### src/rtl/display7_pkg.sv
// Shared constants and width helper for the multiplexed 7-segment display driver.
// Segment patterns are active-high here; polarity is applied at the output registers.
package display7_pkg;

  localparam logic [6:0] SEG_DASH = 7'h40;
  localparam logic [6:0] SEG_OFF  = 7'h00;

  // Width of the digit index; a single-digit bank still needs one bit.
  function automatic int idx_w(input int digits);
    return (digits <= 1) ? 1 : $clog2(digits);
  endfunction

endpackage

### src/rtl/display7_scan_decode.sv
// Nibble to 7-segment pattern (bit0=a .. bit6=g), active-high, purely combinational.
// In decimal mode, nibbles A-F collapse to a dash so invalid BCD is visible.
module seg7_decode
  import display7_pkg::*;
(
  input  logic [3:0] nibble,
  input  logic       mode,
  output logic [6:0] seg
);

  always_comb begin
    seg = SEG_OFF;
    case (nibble)
      4'h0: seg = 7'h3F;
      4'h1: seg = 7'h06;
      4'h2: seg = 7'h5B;
      4'h3: seg = 7'h4F;
      4'h4: seg = 7'h66;
      4'h5: seg = 7'h6D;
      4'h6: seg = 7'h7D;
      4'h7: seg = 7'h07;
      4'h8: seg = 7'h7F;
      4'h9: seg = 7'h6F;
      4'hA: seg = 7'h77;
      4'hB: seg = 7'h7C;
      4'hC: seg = 7'h39;
      4'hD: seg = 7'h5E;
      4'hE: seg = 7'h79;
      4'hF: seg = 7'h71;
      default: seg = SEG_OFF;
    endcase
    if (mode && (nibble > 4'd9)) begin
      seg = SEG_DASH;
    end
  end

endmodule

### src/rtl/display7_scan.sv
// Time-multiplexed common-anode 7-segment driver with frame-synchronous loading.
// All outputs are registered one cycle behind the prescaler/index/display state.
module display7_scan
  import display7_pkg::*;
#(
  parameter int DIGITS         = 8,
  parameter int CLK_DIV        = 100000,
  parameter int GHOST          = 2,
  parameter int SEG_ACTIVE_LOW = 1,
  parameter int AN_ACTIVE_LOW  = 1
) (
  input  logic                  iClk,
  input  logic                  iRst,
  input  logic [4*DIGITS-1:0]   iData,
  input  logic [DIGITS-1:0]     iDp,
  input  logic [DIGITS-1:0]     iBlank,
  input  logic                  iMode,
  input  logic                  iLoad,
  output logic [6:0]            oSeg,
  output logic                  oDp,
  output logic [DIGITS-1:0]     oAn,
  output logic                  oFrame
);

  localparam int IDX_W = idx_w(DIGITS);
  localparam int PW    = $clog2(CLK_DIV);

  localparam logic [PW-1:0]    PRESC_LAST = PW'(CLK_DIV - 1);
  localparam logic [IDX_W-1:0] IDX_LAST   = IDX_W'(DIGITS - 1);

  localparam logic [6:0]        SEG_DARK = (SEG_ACTIVE_LOW != 0) ? 7'h7F : 7'h00;
  localparam logic              DP_DARK  = (SEG_ACTIVE_LOW != 0);
  localparam logic [DIGITS-1:0] AN_DARK  = (AN_ACTIVE_LOW != 0) ? {DIGITS{1'b1}} : {DIGITS{1'b0}};

  logic [PW-1:0]         presc_q, presc_d;
  logic [IDX_W-1:0]      idx_q, idx_d;

  logic [4*DIGITS-1:0]   pend_data_q, pend_data_d;
  logic [DIGITS-1:0]     pend_dp_q, pend_dp_d;
  logic [DIGITS-1:0]     pend_blank_q, pend_blank_d;
  logic                  pend_mode_q, pend_mode_d;
  logic                  pend_vld_q, pend_vld_d;

  logic [4*DIGITS-1:0]   disp_data_q, disp_data_d;
  logic [DIGITS-1:0]     disp_dp_q, disp_dp_d;
  logic [DIGITS-1:0]     disp_blank_q, disp_blank_d;
  logic                  disp_mode_q, disp_mode_d;

  logic [6:0]            seg_q, seg_d;
  logic                  dp_q, dp_d;
  logic [DIGITS-1:0]     an_q, an_d;
  logic                  frame_q, frame_d;

  logic                  tick;
  logic                  frame_end;
  logic [3:0]            cur_nib;
  logic                  cur_dp;
  logic                  cur_blank;
  logic [6:0]            dec_seg;
  logic [6:0]            seg_raw;
  logic                  an_en;
  logic [DIGITS-1:0]     an_raw;

  assign tick      = (presc_q == PRESC_LAST);
  assign frame_end = tick && (idx_q == IDX_LAST);

  always_comb begin
    presc_d = tick ? '0 : presc_q + PW'(1);
    idx_d   = idx_q;
    if (tick) begin
      idx_d = (idx_q == IDX_LAST) ? '0 : idx_q + IDX_W'(1);
    end
  end

  // Display only ever changes at a frame boundary and always takes the pending
  // contents as they stood before this cycle, so a coincident load waits a frame.
  always_comb begin
    disp_data_d  = disp_data_q;
    disp_dp_d    = disp_dp_q;
    disp_blank_d = disp_blank_q;
    disp_mode_d  = disp_mode_q;
    if (frame_end && pend_vld_q) begin
      disp_data_d  = pend_data_q;
      disp_dp_d    = pend_dp_q;
      disp_blank_d = pend_blank_q;
      disp_mode_d  = pend_mode_q;
    end

    pend_data_d  = pend_data_q;
    pend_dp_d    = pend_dp_q;
    pend_blank_d = pend_blank_q;
    pend_mode_d  = pend_mode_q;
    pend_vld_d   = pend_vld_q;
    if (iLoad) begin
      pend_data_d  = iData;
      pend_dp_d    = iDp;
      pend_blank_d = iBlank;
      pend_mode_d  = iMode;
      pend_vld_d   = 1'b1;
    end else if (frame_end) begin
      pend_vld_d   = 1'b0;
    end
  end

  always_comb begin
    cur_nib   = '0;
    cur_dp    = 1'b0;
    cur_blank = 1'b0;
    for (int k = 0; k < DIGITS; k++) begin
      if (idx_q == IDX_W'(k)) begin
        cur_nib   = disp_data_q[4*k +: 4];
        cur_dp    = disp_dp_q[k];
        cur_blank = disp_blank_q[k];
      end
    end
  end

  seg7_decode u_decode (
    .nibble (cur_nib),
    .mode   (disp_mode_q),
    .seg    (dec_seg)
  );

  // The first GHOST cycles of each slot keep every anode dark while segments settle.
  always_comb begin
    an_en   = (int'(presc_q) >= GHOST);
    an_raw  = '0;
    for (int k = 0; k < DIGITS; k++) begin
      an_raw[k] = an_en && (idx_q == IDX_W'(k));
    end
    seg_raw = cur_blank ? SEG_OFF : dec_seg;

    seg_d   = (SEG_ACTIVE_LOW != 0) ? ~seg_raw : seg_raw;
    dp_d    = (SEG_ACTIVE_LOW != 0) ? ~(cur_dp & ~cur_blank) : (cur_dp & ~cur_blank);
    an_d    = (AN_ACTIVE_LOW != 0) ? ~an_raw : an_raw;
    frame_d = frame_end;
  end

  always_ff @(posedge iClk or posedge iRst) begin
    if (iRst) begin
      presc_q      <= '0;
      idx_q        <= '0;
      pend_data_q  <= '0;
      pend_dp_q    <= '0;
      pend_blank_q <= '0;
      pend_mode_q  <= 1'b0;
      pend_vld_q   <= 1'b0;
      disp_data_q  <= '0;
      disp_dp_q    <= '0;
      disp_blank_q <= '0;
      disp_mode_q  <= 1'b0;
      seg_q        <= SEG_DARK;
      dp_q         <= DP_DARK;
      an_q         <= AN_DARK;
      frame_q      <= 1'b0;
    end else begin
      presc_q      <= presc_d;
      idx_q        <= idx_d;
      pend_data_q  <= pend_data_d;
      pend_dp_q    <= pend_dp_d;
      pend_blank_q <= pend_blank_d;
      pend_mode_q  <= pend_mode_d;
      pend_vld_q   <= pend_vld_d;
      disp_data_q  <= disp_data_d;
      disp_dp_q    <= disp_dp_d;
      disp_blank_q <= disp_blank_d;
      disp_mode_q  <= disp_mode_d;
      seg_q        <= seg_d;
      dp_q         <= dp_d;
      an_q         <= an_d;
      frame_q      <= frame_d;
    end
  end

  assign oSeg   = seg_q;
  assign oDp    = dp_q;
  assign oAn    = an_q;
  assign oFrame = frame_q;

endmodule

### config.mk
export PLATFORM = sky130hd
export DESIGN_NAME = display7_scan
export DESIGN_NICKNAME = d
export VERILOG_FILES = /design/src/rtl/display7_pkg.sv /design/src/rtl/display7_scan_decode.sv /design/src/rtl/display7_scan.sv
export SDC_FILE = /design/constraint.sdc
export NUM_CORES = 1
export LEC_CHECK = 0
export ABC_AREA = 1
export BUFFER_PORTS_ARGS = -buffer_cell sky130_fd_sc_hd__buf_2
export CORE_ASPECT_RATIO = 0.75
export CORE_MARGIN = 10
export CORE_UTILIZATION = 30
export DETAILED_ROUTE_END_ITERATION = 16
export PLACE_DENSITY = 0.57
export SLEW_MARGIN = 15
export SYNTH_ARGS = -nofsm -noshare
export SYNTH_HDL_FRONTEND = slang
export SYNTH_SLANG_ARGS = --single-unit
export TNS_END_PERCENT = 30
### constraint.sdc
create_clock -name iClk -period 6.9 [get_ports iClk]
set_input_delay 1.38 -clock iClk [delete_from_list [all_inputs] [get_ports iClk]]
set_output_delay 1.38 -clock iClk [all_outputs]
set_load 0.01 [all_outputs]
==> flow_metrics.py <==
metrics = {
    "floorplan": {
        "num_rows": 45,
        "ios": 69,
        "dieArea_um2": 27430,
        "start_util_pct": 30.96,
        "die_w_um": 187.9,
        "coreArea_um2": 20490,
        "fp.dieH_um": 145.9,
    },
    "finish": {
        "multiInputGateArea_um2": 2311,
        "final.fill_count": 2151,
        "fin_util_pct": 36.68,
        "synthToLayoutAreaGrowth_pct": 18.48,
        "nets": 874,
        "mostFrequentLayoutCells": "nand2_1, dfrtp_1, inv_1, buf_2, nor2_1",
        "final_common_cell": "nand2_1",
        "layout.area.seq_um2": 3423,
        "drive_above_1_share_pct": 17.54,
        "fin_cells": 1104,
    },
    "synthesis": {
        "ys_types": 36,
        "syn_inst": 742,
        "synth_nets": 808,
        "ys_ff_latch": 136,
        "yosysSeqAreaShare_pct": 53.95,
        "syn_area_um2": 6345,
        "yosys_warnings": 0,
        "synth.avg_cell_area_um2": 8.551,
    },
    "timing": {
        "clock_skew_ns": 0.01029,
        "period_minus_slack_ns": 3.064,
        "rsz0062_at_grt": "false",
        "fmaxAchievable_ghz": 0.3264,
        "slew_headroom_pct": 31.35,
        "fin_ws_ns": 3.836,
        "period_share_pct": 44.41,
        "finalHoldViolCount": 0,
        "drv_slew": 0,
        "worstMarginPinSlew_ns": 1.023,
        "finalSetupTns_ns": 0,
        "setup_violations": 0,
    },
    "flow_run": {
        "cap_violations": 0,
    },
    "global_route": {
        "grt_use_total_pct": 10.71,
        "grt_pass1_vias": 4557,
        "grt_max_degree": 75,
        "grt.overflow.total": 0,
        "grt_pass1_wl_um": 24070,
        "antenna_found_initial": 0,
    },
    "setup_path": {
        "crit_family": "buffers and inverters",
        "worst_setup_path_start_kind": "primary input",
        "cp_slowest_cell": "clkinv_1",
        "worstSetupPathType": "in2reg",
        "cpMostUsedCell": "nand2_1",
        "path_cells": "buf_2, buf_4, clkinv_1, nand2_1, nand2_1",
        "crit_fanout": 66,
        "cp.arrival_ns": 3.36,
        "critical_path.endpoint_type": "register",
        "path_buf_inv": 3,
        "critical_path.max_stage_delay_ns": 1.00,
        "cp.required_ns": 7.20,
    },
    "drt": {
        "drt-initial-drc-count": 311,
        "num_vias": 4648,
        "vias_per_cell": 4.210,
        "drcViolationCount": 0,
        "wirelength_um": 14200,
        "drt-pass1-iter-count": 5,
        "ant_nets": 0,
        "routedWlPerCell_um": 12.86,
    },
    "clock_network": {
        "clock-sinks": 136,
        "postCtsSetupBuffers": 0,
        "clock_tree.buffer_depth": 2,
        "clk_pin_slew_ns": 0.05,
        "clk_latency_ns": 0.42,
        "cts_buffers": 17,
        "htree_levels": 4,
        "cts_resized": 0,
        "cts_hold_buf": 0,
        "cts-root-buf": "clkbuf_16",
        "cts_tree": "yes",
    },
    "status": {
        "status": "finished clean",
    },
    "pwr": {
        "power.leakage_nw": 4.527,
        "finalPower_mw": 1.790,
        "swShare_pct": 22.22,
        "peakVddDrop_v": 0.0001341,
        "power_frac_seq_pct": 46.8,
        "power_frac_clock_pct": 49.4,
        "p_sw_mw": 0.3979,
        "power.density_nw_per_um2": 238.2,
        "pwr-share-comb_pct": 3.8,
        "p_int_mw": 1.392,
    },
    "place": {
        "port_buffers": 68,
        "place_ws_ns": 3.362,
        "gp_congestion": 0.8180,
        "dp_cells": 1071,
        "dpl.hpwl_um": 10270,
    },
    "hold_path": {
        "hold_class": "reg2reg",
    },
}
==> cells in the mapped netlist, drive strengths merged <==
master,number,share of area [%]
clkbuf,12,0.71
clkinv,2,0.12
a21o,1,0.12
dfstp,16,6.6
a21oi,21,1.7
nor4,3,0.53
dfrtp,120,47
o21ai,32,2.5
nand2,227,14
o21a,1,0.12
nor2,60,3.9
a21boi,1,0.18
xor2,2,0.28
ha,14,2.8
o211ai,3,0.35
xnor2,1,0.14
buf,12,1.5
o221a,1,0.18
nand4,6,0.59
nor3,3,0.24
nand3,39,3.2
mux2i,33,5.2
inv,124,7.4
or2,8,0.79
==> routing by layer <==
layer / track usage (%) / wire (um) / vias up / part of all wire (%)
met1: 16.39 / 7878 / 2128 / 55
met4: 3.232 / 127 / 0 / 0.89
met3: 2.678 / 546 / 13 / 3.8
met5: 0 / 0 / - / 0
met2: 14.11 / 5646 / 91 / 40
li1: - / - / 2416 / -
==> cell type report <==
cell class              instances  share of cell area (%)
clock buffers                  23                   6.625
flip-flops and latches        136                   45.54
well taps                     282                   4.694
diodes                          1                 0.03329
clock inverters                 9                   1.182
multi-input cells             456                   30.74
repair buffers                 71                   4.827
inverters                     126                   6.358
==> worst paths after layout <==
kind / from / endpoint / slack, ns / cells after the start
max reg2reg: idx_q[1] / oSeg[1] / 4.19 / 19
max: iLoad / pend_data_q[22] / 3.84 / 5
max in group asynchronous: iRst / disp_data_q[8] / 4.39 / 3
min: pend_data_q[12] / pend_data_q[12] / 0.47 / 2
min reg2reg: pend_data_q[12] / pend_data_q[12] / 0.47 / 2
min in group asynchronous: iRst / pend_blank_q[1] / 1.11 / 2
==> sequential cells by signal, summed over array words and instances (netlist names) <==
name / flops
pend_mode_q: 1
disp_data_q: 32
disp_dp_q: 8
oAn: 8
pend_data_q: 32
disp_mode_q: 1
pend_blank_q: 8
oDp: 1
oFrame: 1
idx_q: 3
oSeg: 7
disp_blank_q: 8
pend_vld_q: 1
presc_q: 17
pend_dp_q: 8
==> worst reg2reg max path: cells and delay by family (launching register included) <==
kind / cells / cell delay, ns
adder cells (fa/ha/maj): 2 / 0.54
buffers and inverters: 4 / 0.45
flip-flops: 1 / 0.40
AND/OR/NAND/NOR: 13 / 1.26
==> logic make-up after synthesis <==
group	after synthesis	share of synthesized area, %
AO/OA/AOI/OAI	60	5.127
XOR/XNOR	3	0.4142
adder cells (fa/ha/maj)	14	2.761
buffers and inverters	150	9.663
flip-flops	136	53.95
multiplexers	33	5.206
AND/OR/NAND/NOR	346	22.87
==> power groups by stage <==
stage                     combinational, mW  sequential, mW  clock, mW
after detailed placement             0.0714           0.851          0
after global placement               0.0694           0.851          0
after CTS                            0.0714           0.837      0.909
after global routing                 0.0805           0.840      0.941
final                                0.0681           0.837      0.885
after floorplan                      0.0426           0.846          0
==> stage by stage <==
step                area, um2  hold WS (ns)
floorplan                6345        0.4364
global placement         6928        0.4558
detailed placement       6928        0.4602
CTS                      7515        0.4738
global route             7515        0.4919
finish                   7517        0.4709
(Power assumes the default switching activity.)
